**src/rtl/data_mem_arbiter.sv**
```systemverilog
// Two-port round-robin arbiter in front of a single-ported data memory with a
// fixed multi-cycle access latency and out-of-range address protection.
module data_mem_arbiter #(
    parameter int WORD_SIZE     = 32,
    parameter int DATA_MEM_SIZE = 1024,
    parameter int MEM_LATENCY   = 3
) (
    input  logic                 clk,
    input  logic                 rst,
    input  logic                 req0,
    input  logic                 we0,
    input  logic [WORD_SIZE-1:0] addr0,
    input  logic [WORD_SIZE-1:0] wdata0,
    input  logic                 lb0,
    input  logic                 req1,
    input  logic                 we1,
    input  logic [WORD_SIZE-1:0] addr1,
    input  logic [WORD_SIZE-1:0] wdata1,
    input  logic                 lb1,
    output logic                 gnt0,
    output logic                 gnt1,
    output logic                 rdy0,
    output logic                 rdy1,
    output logic                 err0,
    output logic                 err1,
    output logic [WORD_SIZE-1:0] rdata0,
    output logic [WORD_SIZE-1:0] rdata1,
    output logic                 memWE,
    output logic                 memLB,
    output logic [WORD_SIZE-1:0] memA,
    output logic [WORD_SIZE-1:0] memWD,
    input  logic [WORD_SIZE-1:0] memRD,
    output logic                 busy
);

    typedef enum logic [1:0] {IDLE = 2'd0, ACCESS = 2'd1, DONE = 2'd2} state_t;

    localparam logic [WORD_SIZE-1:0] MEM_WORDS = WORD_SIZE'(DATA_MEM_SIZE);
    localparam logic [3:0]           CNT_LOAD  = 4'(MEM_LATENCY - 1);

    state_t               state;
    logic [3:0]           cnt;
    logic                 last;
    logic                 owner;
    logic                 we_q;
    logic                 lb_q;
    logic                 err_q;
    logic [WORD_SIZE-1:0] addr_q;
    logic [WORD_SIZE-1:0] wdata_q;

    logic                 pick1;
    logic                 in_idle;
    logic                 in_access;

    // Port 1 wins when it is the only requester, or on a tie when port 0 went last.
    assign pick1     = req1 && (!req0 || !last);
    assign in_idle   = rst && (state == IDLE);
    assign in_access = (state == ACCESS);

    assign gnt0  = in_idle && req0 && !pick1;
    assign gnt1  = in_idle && pick1;
    assign busy  = (state != IDLE);

    assign memWE = in_access && (cnt == 4'd0) && we_q && !err_q;
    assign memLB = in_access && lb_q;
    assign memA  = in_access ? addr_q  : '0;
    assign memWD = in_access ? wdata_q : '0;

    assign rdy0  = (state == DONE) && !owner;
    assign rdy1  = (state == DONE) && owner;
    assign err0  = rdy0 && err_q;
    assign err1  = rdy1 && err_q;

    // NOTE: every register here is assigned with <= so all of them update from
    // the same pre-edge values; a blocking = would let later lines see new ones.
    always_ff @(posedge clk or negedge rst) begin
        if (!rst) begin
            state   <= IDLE;
            cnt     <= 4'd0;
            last    <= 1'b1;
            owner   <= 1'b0;
            we_q    <= 1'b0;
            lb_q    <= 1'b0;
            err_q   <= 1'b0;
            addr_q  <= '0;
            wdata_q <= '0;
            rdata0  <= '0;
            rdata1  <= '0;
        end else begin
            case (state)
                IDLE: begin
                    if (req0 || req1) begin
                        owner   <= pick1;
                        last    <= pick1;
                        we_q    <= pick1 ? we1    : we0;
                        lb_q    <= pick1 ? lb1    : lb0;
                        addr_q  <= pick1 ? addr1  : addr0;
                        wdata_q <= pick1 ? wdata1 : wdata0;
                        err_q   <= (pick1 ? addr1 : addr0) >= MEM_WORDS;
                        cnt     <= CNT_LOAD;
                        state   <= ACCESS;
                    end
                end
                ACCESS: begin
                    if (cnt == 4'd0) begin
                        // Out-of-range reads return zero instead of whatever the memory drives.
                        if (!we_q) begin
                            if (owner) rdata1 <= err_q ? '0 : memRD;
                            else       rdata0 <= err_q ? '0 : memRD;
                        end
                        state <= DONE;
                    end else begin
                        cnt <= cnt - 4'd1;
                    end
                end
                DONE:    state <= IDLE;
                default: state <= IDLE;
            endcase
        end
    end

endmodule

```
**config.mk**
```make
export PLATFORM = sky130hd
export DESIGN_NAME = data_mem_arbiter
export DESIGN_NICKNAME = d
export VERILOG_FILES = /design/src/rtl/data_mem_arbiter.sv
export SDC_FILE = /design/constraint.sdc
export NUM_CORES = 1
export LEC_CHECK = 0
export ABC_AREA = 1
export BUFFER_PORTS_ARGS = -buffer_cell sky130_fd_sc_hd__clkbuf_2
export CORE_MARGIN = 4
export CORE_UTILIZATION = 48
export DETAILED_ROUTE_END_ITERATION = 7
export PLACE_DENSITY_LB_ADDON = 0.1
export SLEW_MARGIN = 20
export SYNTH_ARGS = -nofsm -noshare
export SYNTH_HDL_FRONTEND = slang
export SYNTH_SLANG_ARGS = --single-unit
```
**constraint.sdc**
```tcl
create_clock -name clk -period 1.9 [get_ports clk]
set_input_delay 0.095 -clock clk [delete_from_list [all_inputs] [get_ports clk]]
set_output_delay 0.095 -clock clk [all_outputs]
set_load 0.05 [all_outputs]
```
== Word level (Yosys, flattened, before mapping) ==
Cells that the tools add are included.
Word-level totals
  output and inout bits: 137
  register bits: 139
  word-level logic and storage cells: 62
  bits of input ports: 168
Cells by class
  equality and inequality tests: 5
  mux-type cells: 13
  bitwise gates (word level): 2
  reductions and logical operators: 29
  order comparisons: 1
  $add $sub $neg: 1
Operator list (number)
  32-bit 2-to-1 mux: 5
  32-bit by 11-bit >= comparator with 1-bit output, second input constant: 1
  1-bit logical AND: 13
  4-bit 2-to-1 mux: 2
  4-bit case mux with 2 select lines: 1
  4-bit AND reduction: 2
  1-bit zero test: 5
  4-bit zero test: 1
  2-bit 2-to-1 mux: 2
  2-bit by 1-bit != test with 1-bit output, second input constant: 2
  2-bit case mux with 2 select lines: 1
  2-bit AND reduction: 2
  2-bit nonzero test: 2
  4-bit by 1-bit subtractor with 4-bit output, second input constant: 1
  3-bit AND reduction: 1
  2-bit by 1-bit equality test with 1-bit output, second input constant: 1
  2-bit equality test, second input constant: 1
  2-bit zero test: 1
  1-bit logical OR: 2
  1-bit 2-to-1 mux: 2
  2-bit != test, second input constant: 1
  1-bit inverter: 2

== Depth between registers and ports, before layout ==
  depth in word-level cells: 5
  depth in mapped cells: 11
  gate-level depth less buffers: 11

== Worst setup path after synthesis ==
No wires, ideal clock.
  path kind: reg-to-output
  from: reg err_q
  to: out err1
  required time: 1805 ps
  stages on the path, launching flop included: 4
  arrival time: 2086 ps
  path slack: -281 ps
  cells stage by stage: dfrtp_1 > clkbuf_1 > inv_1 > nor4_1
On the way
  longest elaborated chain between the ends: 1
RTL lines
  start, declared: line 47  | logic err_q;
  start signal, assigned: line 84  | err_q <= 1'b0;
  start signal, assigned: line 99  | err_q <= (pick1 ? addr1 : addr0) >= MEM_WORDS;
  1-bit logical AND: line 72  | assign err1 = rdy1 && err_q;
  end, declared: line 25  | output logic err1,
Every way passes these cells.

== Final worst setup path ==
  from: reg state[1]
  to: out memWD[11]
On the way
  longest elaborated chain between the ends: 2
RTL lines
  start, declared: line 41  | state_t state;
  start signal, assigned: line 78  | state <= IDLE;
  start signal, assigned: line 101  | state <= ACCESS;
  start signal, assigned: line 111  | state <= DONE;
  2-bit by 1-bit equality test with 1-bit output: line 58  | assign in_access = (state == ACCESS);
  32-bit 2-to-1 mux: line 67  | assign memWD = in_access ? wdata_q : '0;
  end, declared: line 31  | output logic [WORD_SIZE-1:0] memWD,
Every way passes these cells.

==> reports/metrics.csv <==
metric,value,unit
Final Skew,0.008910,ns
Synth Net Count,1068,
Ys Warns,0,
RSZ-0062 raised after global routing,no,
initial antenna violation count,2,
Area Overhead vs Synth,52.85,%
headroom to the max-slew limit,68.24,%
DR vias,7345,
Area after DPL,8517,sq um
internal power,9.312,mW
WP data arrival,1.74,ns
PnR Total Power,19.84,mW
Clock Power Share,17.0,%
status,completed,
Clock Pin Slew Worst Setup and Hold Paths,0.06,ns
Die H,126.5,microns
final period utilization,96.35,%
P_leak,5.494,nW
Mapped Area,6740,sq um
power per cell area,1926,nW/um^2
drt wl/cell,15.02,microns
Worst Tran Pin Value,0.4765,ns
clk buf depth,2,
largest net degree at the start of global routing,79,
vias in the first global route,7419,
"Hold Vio Cnt, Final",0,
Worst EP required,1.80,ns
Worst Setup SP,state[1],
ANT nets after route,0,
ratio of cells with drive above 1 in the final layout,27.93,%
Fill cells,1019,
area share of the largest cell type after synthesis,51.23,%
# clock sinks,139,
drt first pass iters,7,
FMAX,546.3,MHz
Placed Instances,1344,
Total GRT Usage,28.01,%
Final Max Tran Viols,0,
post-synth cell types,24,
Final Setup Violations,0,
Mapped Cells,898,
Die ar.,16000,sq um
Min-Delay Startpoint,addr0[23],
FF-to-FF setup slack,0.19,ns
Synth Flop Type,dfrtp_1,
area of the multi-input gates,2382,sq um
Mean Syn Cell Area,7.506,sq um
Total Routed Length,22.36,mm
die span in x,126.5,microns
"FFs w/ async S/R, synth",100.0,%
Layout Utilization,74.51,%
register area,3480,sq um
most frequent cell after synthesis,inv_1,
# IOs,305,
Root Buffer,clkbuf_16,
Max Cap Viol,0,
Switching Power,10.53,mW
Place WS,0.1630,ns
DP HPWL,14.20,mm
clk_lat worst skew,0.41,ns
number of synthesized flops with an enable pin,0,
Final TNS setup,0,ns
Non-Filler Instances,1489,
Std-Cell Rows,43,
worst min path class,in -> reg,
vias per cell,4.933,
PnR worst setup slack,0.06936,ns
Final Cell Area,10300,sq um
TritonCTS clock tree,built,
Startpoint Class,flip-flop,
Worst setup EP type,output pin,
Seq cells post-synth,139,
Peak VDD IR,1.369,mV
crit-path max FO,65,
drt drc,0,
share of power burned in registers,25.7,%
Core ar.,13830,sq um
sequential area share after synthesis,51.62,%
min Tclk post-route,1.831,ns
switching power share of the total,53.07,%
"top cells by count, synth","inv_1 (178), nor2_1 (161), nand2_1 (147)",
top area cells in the synthesized netlist,"dfrtp_1 (51%), inv_1 (9.9%), o21ai_0 (9.7%)",
Comb pwr share,57.2,%
Total Nets Final,1465,
Initial DRC Count,496,
CTS Buf Count,17,
worst r2r src,last,
post-synth top area cell,dfrtp_1,
initial core utilization,48.75,%
H-tree depth,4,
grt ovf,0,
global-route wire length before repair,35.93,mm
Crit Path Class,reg -> out,
hold_ws,0.01675,ns
port bufs,304,
Final GP Congestion,0.8488,
==> final timing paths <==
| kind | cells past startpoint | end |
|---|---|---|
| min in group asynchronous | 2 | rdata0[11] |
| max | 5 | memWD[11] |
| min | 5 | addr_q[23] |
| min reg2reg | 2 | last |
| max in group asynchronous | 3 | rdata1[27] |
| max reg2reg | 6 | wdata_q[18] |
==> layout make-up <==
| class | count | share of cell area, % |
|---|---|---|
| Timing Repair Buffer | 431 | 28.41 |
| Sequential cell | 139 | 33.77 |
| Inverter | 181 | 6.595 |
| Clock inverter | 7 | 1.093 |
| Multi-Input combinational cell | 525 | 23.12 |
| Tap cell | 180 | 2.186 |
| Antenna cell | 2 | 0.04858 |
| Clock buffer | 24 | 4.773 |
==> state kept, by name, indices dropped and copies added (netlist names) <==
name and count:
addr_q 32, rdata0 32, rdata1 32, wdata_q 32, cnt 4, state 2
err_q 1, last 1, lb_q 1, owner 1, we_q 1
==> cells by family after synthesis <==
| kind of cell | share of synthesized area [%] |
|---|---|
| AOI/OAI and AO/OA | 14.22 |
| adders and majority gates | 0.3712 |
| buffers and inverters | 13.55 |
| DFF | 51.62 |
| and+or+nand+nor | 20.23 |
==> critical path: stages, from the launching register on <==
cell and delay [ns]:
dfrtp_1 0.39, nor2_2 0.15, inv_2 0.07, buf_12 0.19, nor2_1 0.21, clkbuf_4 0.27
==> power groups by stage <==
stage,clock [mW],combinational [mW],sequential (mW)
floorplan,0,5.84,7.41
CTS,3.45,11.2,5.10
global route,3.58,12.1,5.25
detailed placement,0,10.9,5.14
finish,3.38,11.4,5.10
global placement,0,10.8,5.09
==> what timing repair did <==
action,CTS,global route
endpoints found under the setup margin,19,67
setup buffers,0,3
hold buffers,109,0
endpoints found under the hold margin,206,0
pin swaps,0,2
resized for setup,19,9
==> layout by cell type, fill, tap and decap left out, types with 9 or more instances in the layout <==
cell and instances:
dfrtp_1 138, o22ai_1 44, o21ai_0 130, dlygate4sd3_1 109
buf_4 11, clkbuf_4 16, inv_1 176, buf_12 9
clkbuf_2 283, nand3_1 22, nand2_1 146, nor2_1 159
clkbuf_16 17
==> per-layer routing <==
| metal | part of all wire (%) | vias up | track usage, % |
|---|---|---|---|
| li1 | - | 3547 | - |
| met5 | 0 | - | 0 |
| met3 | 8.6 | 87 | 8.463 |
| met1 | 39 | 3318 | 33.94 |
| met2 | 47 | 393 | 45.02 |
| met4 | 5.0 | 0 | 15.02 |
Note: power is estimated with default switching activity, not from simulation.
